### src/rtl/alu_issue_stage.sv
// ID->EX issue register for the RVX10 pipeline.
// Decodes opcode/funct3/funct7 into the 5-bit ALU control code, picks operand B,
// and holds the op in a single registered slot behind a valid/ready handshake
// with stall and flush. Undecodable ops still flow, flagged illegal with code 00000.
module alu_issue_stage #(
  parameter int XLEN = 32,
  parameter int RD_W = 5
) (
  input  logic            clk,
  input  logic            reset_n,
  input  logic            flush,
  input  logic            in_valid,
  output logic            in_ready,
  input  logic [31:0]     in_instr,
  input  logic [XLEN-1:0] in_rs1_data,
  input  logic [XLEN-1:0] in_rs2_data,
  input  logic [XLEN-1:0] in_imm,
  output logic            out_valid,
  input  logic            out_ready,
  output logic [4:0]      out_alucontrol,
  output logic [XLEN-1:0] out_a,
  output logic [XLEN-1:0] out_b,
  output logic [RD_W-1:0] out_rd,
  output logic            out_illegal
);

  // Opcodes the stage recognises
  localparam logic [6:0] OP_R      = 7'b0110011;
  localparam logic [6:0] OP_I      = 7'b0010011;
  localparam logic [6:0] OP_CUST   = 7'b0001011;
  localparam logic [6:0] OP_LOAD   = 7'b0000011;
  localparam logic [6:0] OP_STORE  = 7'b0100011;
  localparam logic [6:0] OP_BRANCH = 7'b1100011;
  localparam logic [6:0] OP_LUI    = 7'b0110111;
  localparam logic [6:0] OP_JAL    = 7'b1101111;
  localparam logic [6:0] OP_JALR   = 7'b1100111;

  // ALU control codes, exactly as the execute stage decodes them
  localparam logic [4:0] ALU_ADD  = 5'b00000;
  localparam logic [4:0] ALU_SUB  = 5'b00001;
  localparam logic [4:0] ALU_AND  = 5'b00010;
  localparam logic [4:0] ALU_OR   = 5'b00011;
  localparam logic [4:0] ALU_XOR  = 5'b00100;
  localparam logic [4:0] ALU_SLT  = 5'b00101;
  localparam logic [4:0] ALU_SLL  = 5'b00110;
  localparam logic [4:0] ALU_SRL  = 5'b00111;
  localparam logic [4:0] ALU_ANDN = 5'b01000;
  localparam logic [4:0] ALU_ORN  = 5'b01001;
  localparam logic [4:0] ALU_XNOR = 5'b01010;
  localparam logic [4:0] ALU_MIN  = 5'b01011;
  localparam logic [4:0] ALU_MAX  = 5'b01100;
  localparam logic [4:0] ALU_MINU = 5'b01101;
  localparam logic [4:0] ALU_MAXU = 5'b01110;
  localparam logic [4:0] ALU_ROL  = 5'b01111;
  localparam logic [4:0] ALU_ROR  = 5'b10000;
  localparam logic [4:0] ALU_ABS  = 5'b10001;

  typedef struct packed {
    logic       illegal;
    logic [4:0] code;
  } dec_t;

  // Pure decode of the control fields; an illegal result always carries code 00000
  function automatic dec_t decode_op(input logic [6:0] op, input logic [2:0] f3,
                                     input logic [6:0] f7);
    dec_t r;
    r.illegal = 1'b0;
    r.code    = ALU_ADD;
    case (op)
      OP_R: begin
        if (f7 == 7'b0100000) begin
          if (f3 == 3'b000) begin
            r.code = ALU_SUB;
          end else begin
            r.illegal = 1'b1;
          end
        end else if (f7 == 7'b0000000) begin
          case (f3)
            3'b000:  r.code = ALU_ADD;
            3'b001:  r.code = ALU_SLL;
            3'b010:  r.code = ALU_SLT;
            3'b100:  r.code = ALU_XOR;
            3'b101:  r.code = ALU_SRL;
            3'b110:  r.code = ALU_OR;
            3'b111:  r.code = ALU_AND;
            default: r.illegal = 1'b1;
          endcase
        end else begin
          r.illegal = 1'b1;
        end
      end
      OP_I: begin
        // funct7 is immediate bits except for the shifts, where it must be zero
        case (f3)
          3'b000:  r.code = ALU_ADD;
          3'b010:  r.code = ALU_SLT;
          3'b100:  r.code = ALU_XOR;
          3'b110:  r.code = ALU_OR;
          3'b111:  r.code = ALU_AND;
          3'b001: begin
            if (f7 == 7'b0000000) begin
              r.code = ALU_SLL;
            end else begin
              r.illegal = 1'b1;
            end
          end
          3'b101: begin
            if (f7 == 7'b0000000) begin
              r.code = ALU_SRL;
            end else begin
              r.illegal = 1'b1;
            end
          end
          default: r.illegal = 1'b1;
        endcase
      end
      OP_CUST: begin
        case (f7)
          7'b0000000: begin
            case (f3)
              3'b000:  r.code = ALU_ANDN;
              3'b001:  r.code = ALU_ORN;
              3'b010:  r.code = ALU_XNOR;
              default: r.illegal = 1'b1;
            endcase
          end
          7'b0000001: begin
            case (f3)
              3'b000:  r.code = ALU_MIN;
              3'b001:  r.code = ALU_MAX;
              3'b010:  r.code = ALU_MINU;
              3'b011:  r.code = ALU_MAXU;
              default: r.illegal = 1'b1;
            endcase
          end
          7'b0000010: begin
            case (f3)
              3'b000:  r.code = ALU_ROL;
              3'b001:  r.code = ALU_ROR;
              default: r.illegal = 1'b1;
            endcase
          end
          7'b0000011: begin
            // ABS is unary; the rs2 field is don't-care
            if (f3 == 3'b000) begin
              r.code = ALU_ABS;
            end else begin
              r.illegal = 1'b1;
            end
          end
          default: r.illegal = 1'b1;
        endcase
      end
      OP_LOAD, OP_STORE, OP_LUI, OP_JAL, OP_JALR: r.code = ALU_ADD;
      OP_BRANCH: r.code = ALU_SUB;
      default:   r.illegal = 1'b1;
    endcase
    if (r.illegal) begin
      r.code = ALU_ADD;
    end else begin
      r.code = r.code;
    end
    return r;
  endfunction

  logic            valid_q, valid_d;
  logic [4:0]      code_q, code_d;
  logic [XLEN-1:0] a_q, a_d;
  logic [XLEN-1:0] b_q, b_d;
  logic [RD_W-1:0] rd_q, rd_d;
  logic            ill_q, ill_d;

  logic            capture_s;
  logic            fire_s;
  logic            use_imm_s;
  dec_t            dec_s;
  logic            unused_rs_fields_s;

  // Register-source index fields are not needed here; operands arrive already read
  assign unused_rs_fields_s = ^in_instr[24:15];

  // Handshake: single entry, so a new op is accepted only if the slot empties this edge
  assign in_ready  = !valid_q | out_ready;
  assign fire_s    = valid_q & out_ready;
  assign capture_s = in_valid & in_ready & !flush;

  // Decode and operand-B selection for the op offered this cycle
  always_comb begin
    dec_s     = decode_op(in_instr[6:0], in_instr[14:12], in_instr[31:25]);
    use_imm_s = 1'b0;
    case (in_instr[6:0])
      OP_I, OP_LOAD, OP_STORE: use_imm_s = 1'b1;
      default:                 use_imm_s = 1'b0;
    endcase
  end

  // Next-state for the issue slot: flush wins, then capture, then drain on fire
  always_comb begin
    valid_d = valid_q;
    code_d  = code_q;
    a_d     = a_q;
    b_d     = b_q;
    rd_d    = rd_q;
    ill_d   = ill_q;
    if (flush) begin
      valid_d = 1'b0;
    end else if (capture_s) begin
      valid_d = 1'b1;
      code_d  = dec_s.code;
      a_d     = in_rs1_data;
      b_d     = use_imm_s ? in_imm : in_rs2_data;
      rd_d    = in_instr[7 +: RD_W];
      ill_d   = dec_s.illegal;
    end else if (fire_s) begin
      valid_d = 1'b0;
    end else begin
      valid_d = valid_q;
    end
  end

  // Issue slot registers; asynchronous reset drops any held op immediately
  always_ff @(posedge clk or negedge reset_n) begin
    if (!reset_n) begin
      valid_q <= 1'b0;
      code_q  <= 5'b00000;
      a_q     <= '0;
      b_q     <= '0;
      rd_q    <= '0;
      ill_q   <= 1'b0;
    end else begin
      valid_q <= valid_d;
      code_q  <= code_d;
      a_q     <= a_d;
      b_q     <= b_d;
      rd_q    <= rd_d;
      ill_q   <= ill_d;
    end
  end

  assign out_valid      = valid_q;
  assign out_alucontrol = code_q;
  assign out_a          = a_q;
  assign out_b          = b_q;
  assign out_rd         = rd_q;
  assign out_illegal    = ill_q;

endmodule

### config.mk
export PLATFORM = sky130hd
export DESIGN_NAME = alu_issue_stage
export DESIGN_NICKNAME = d
export VERILOG_FILES = /design/src/rtl/alu_issue_stage.sv
export SDC_FILE = /design/constraint.sdc
export NUM_CORES = 1
export LEC_CHECK = 0
export ABC_AREA = 1
export BUFFER_PORTS_ARGS = -buffer_cell sky130_fd_sc_hd__buf_2
export CORE_MARGIN = 3
export CORE_UTILIZATION = 40
export CTS_CLUSTER_SIZE = 24
export DETAILED_ROUTE_END_ITERATION = 12
export GPL_TIMING_DRIVEN = 0
export PLACE_DENSITY = 0.77
export REMOVE_ABC_BUFFERS = 1
export SLEW_MARGIN = 0
export SYNTH_ARGS = -nofsm -noshare
export SYNTH_HDL_FRONTEND = slang
export SYNTH_SLANG_ARGS = --single-unit
### constraint.sdc
create_clock -name clk -period 1.25 [get_ports clk]
set_input_delay 0.0625 -clock clk [delete_from_list [all_inputs] [get_ports clk]]
set_output_delay 0.0625 -clock clk [all_outputs]
set_load 0.01 [all_outputs]
==> metrics <==
layout cell share with drive strength beyond 1=39.6%; Buffers on Ports=199; Avg Vias per Cell=5.09; worst-path cell chain=inv_2 -> nor2_4 -> nor3_4 -> buf_6 -> buf_16 -> inv_8 -> nand2_1 -> nand2_1; IO Pins=210; wire per inst=17.2 µm; initial antenna violation count=0; most frequent CP cell=nand2_1; Multi-input gate area=1910 µm²; Die Height=102 µm; Final setup violation count=71; Post-synth EDFFs=0; cell with the largest stage delay on the worst path=dfrtp_1; clock sink count=76; DIE WIDTH=102 µm; diode count=0; placed inst area=4780 µm²; CTS buffer count=9; hpwl dp=8.10 mm; maxcap violations=0; vias in the first global route=4495; global-route usage over all layers=27.6%; Finished Layout Cells=903; Final Hold Vio Count=0; Syn Area/Cell=7.39 µm²; PnR worst setup slack=-0.170 ns; H-tree levels=3; status=finished, violations left; register area share after synthesis=51.8%; Final ANT Viol Nets=0; P&R area growth vs syn=77.2%; period utilization=114%; Initial Utilization=41.7%; RSZ-0062 raised after global routing=yes; crit path max fanout=10; critical path endpoint category=flip-flop; Pleak=0.00339 µW; TritonCTS clock tree=done; Least-Margin Pin Slew=0.383 ns; share of the synthesized area in the top cell type=51.8%; pwr/cell area=1100 nW/µm²; Mapped Area=3670 µm²; total power=7160 µW; drt total wl=15.5 mm; deepest clock path buffer count=2; Yosys reg bits=76; largest area contributor in the netlist=dfrtp_1; synth top area cells=dfrtp_1 52%, nand2_1 21%, a21oi_1 9.1%; arrival time worst endpoint=1.65 ns; utilization after layout=73.9%; post-route clock skew=0.0160 ns; Clk Latency, worst-skew pair=0.34 ns; Die Area=10400 µm²; Core ar.=8810 µm²; Yosys cell types=22; Worst Hold Class=in2reg; via count=4593; Starting DRT DRC Count=240; Yosys warnings=0; commonest cells in the netlist=208 x nand2_1, 76 x dfrtp_1, 67 x a21oi_1; Storage cell area=1900 µm²; global-route wire length before repair=22.1 mm; ys flop type=dfrtp_1; post-route cell area=6510 µm²; Clock transition at path regs=0.09 ns; placed cell count=785; Slew Limit Fails=0; CTS root buffer=clkbuf_8; failing checks=negative setup slack; Max-slew headroom=74.5%; RePlAce Congestion=0.874; CP Buf/Inv Count=4; Crit Path Category=reg2reg; Syn Inst Count=497; worst ir drop on vdd=0.000726 V; pin count of the biggest net entering global routing=54; # fillers=587; drt drc=0; Final Critical Period=1.42 ns; fin nets=923; dominant cell by count in the synthesized netlist=nand2_1; CP max stage delay=0.39 ns; FP Rows=34; Req. time, crit path=1.48 ns; Crit path max-delay family=buffers and inverters; first drt pass iteration count=5; Async SR Flop Fraction=100%; crit start category=flip-flop; f_max=0.704 GHz; GRT overflow=0
-- sequential cells by signal (all words and copies together), names as in the netlist --
signal          flops
out_alucontrol      5
out_a              32
out_rd              5
out_valid           1
out_b              32
out_illegal         1
-- logic make-up (layout without fill, tap and decap cells) --
kind of cell / count (synthesis) / count (layout) / synth area share [%]
AO/OA/AOI/OAI: 72 / 72 / 9.91
buffers and inverters: 46 / 342 / 5.35
flip-flops: 76 / 76 / 51.8
AND/OR/NAND/NOR: 303 / 305 / 32.9
-- worst register-to-register path, stage by stage, from the launching register on --
cell and delay [ns]:
dfrtp_1 0.39, inv_2 0.07, nor2_4 0.04, nor3_4 0.14, buf_6 0.20, buf_16 0.23, inv_8 0.10, nand2_1 0.08
nand2_1 0.06
-- metrics by stage --
stage	TNS [ns]	hold WS, ns	setup slack (ns)
after floorplan	-131.91	-0.233	-1.89
after global placement	-252.43	0.262	-3.22
after detailed placement	-99.34	-0.00846	-1.52
after CTS	-10.35	0.000425	-0.168
after global routing	-12.95	0.0117	-0.224
final	-8.16	0.00540	-0.170
-- cell type report --
cell class              instances  area share, %
clock buffers                  10           2.11
inverters                      24           1.67
flip-flops and latches         76           29.2
well taps                     108           2.08
repair buffers                293           31.9
repair inverters                9           2.25
clock inverters                 6           1.44
multi-input cells             377           29.4
-- layout by cell type (no fill, tap or decap), types with 11 or more instances in the layout --
cell type and n:
dlygate4sd3_1 78, nand2_2 15, dfrtp_1 76, nand2_1 189, buf_2 198, inv_2 11
a21oi_1 34, a21oi_2 23, nand3_1 25, nor2_1 55
-- what timing repair did --
action	4_1_cts	5_1_grt
hold buffers	78	0
buffers inserted	8	3
gates cloned	9	4
pin swaps	4	7
hold endpoints to repair	144	0
setup endpoints to repair	76	76
resized for setup	54	59
-- worst paths after layout --
check	startpoint	end	slack, ns	cells past startpoint
max in group asynchronous	reset_n	out_a[5]	0.50	3
hold / removal	in_imm[2]	out_b[2]	0.005	3
setup reg to reg	out_valid	out_a[30]	-0.17	8
min in group asynchronous	reset_n	out_a[14]	0.16	2
hold reg to reg	out_a[18]	out_a[18]	0.47	2
setup / recovery	out_valid	out_a[30]	-0.17	8
-- per-layer routing --
layer	part of all wire, %	GRT usage, %	vias up
met1	40	33.6	2140
met3	7.2	5.39	40
met4	2.7	9.08	0
met2	51	49.1	240
met5	0	0	-
li1	-	-	2173
-- power by group --
part	internal [µW]	switching [µW]
Sequential	2810	219
Clock	1200	960
Combinational	906	1070
Power figures use the tool's default switching activity.
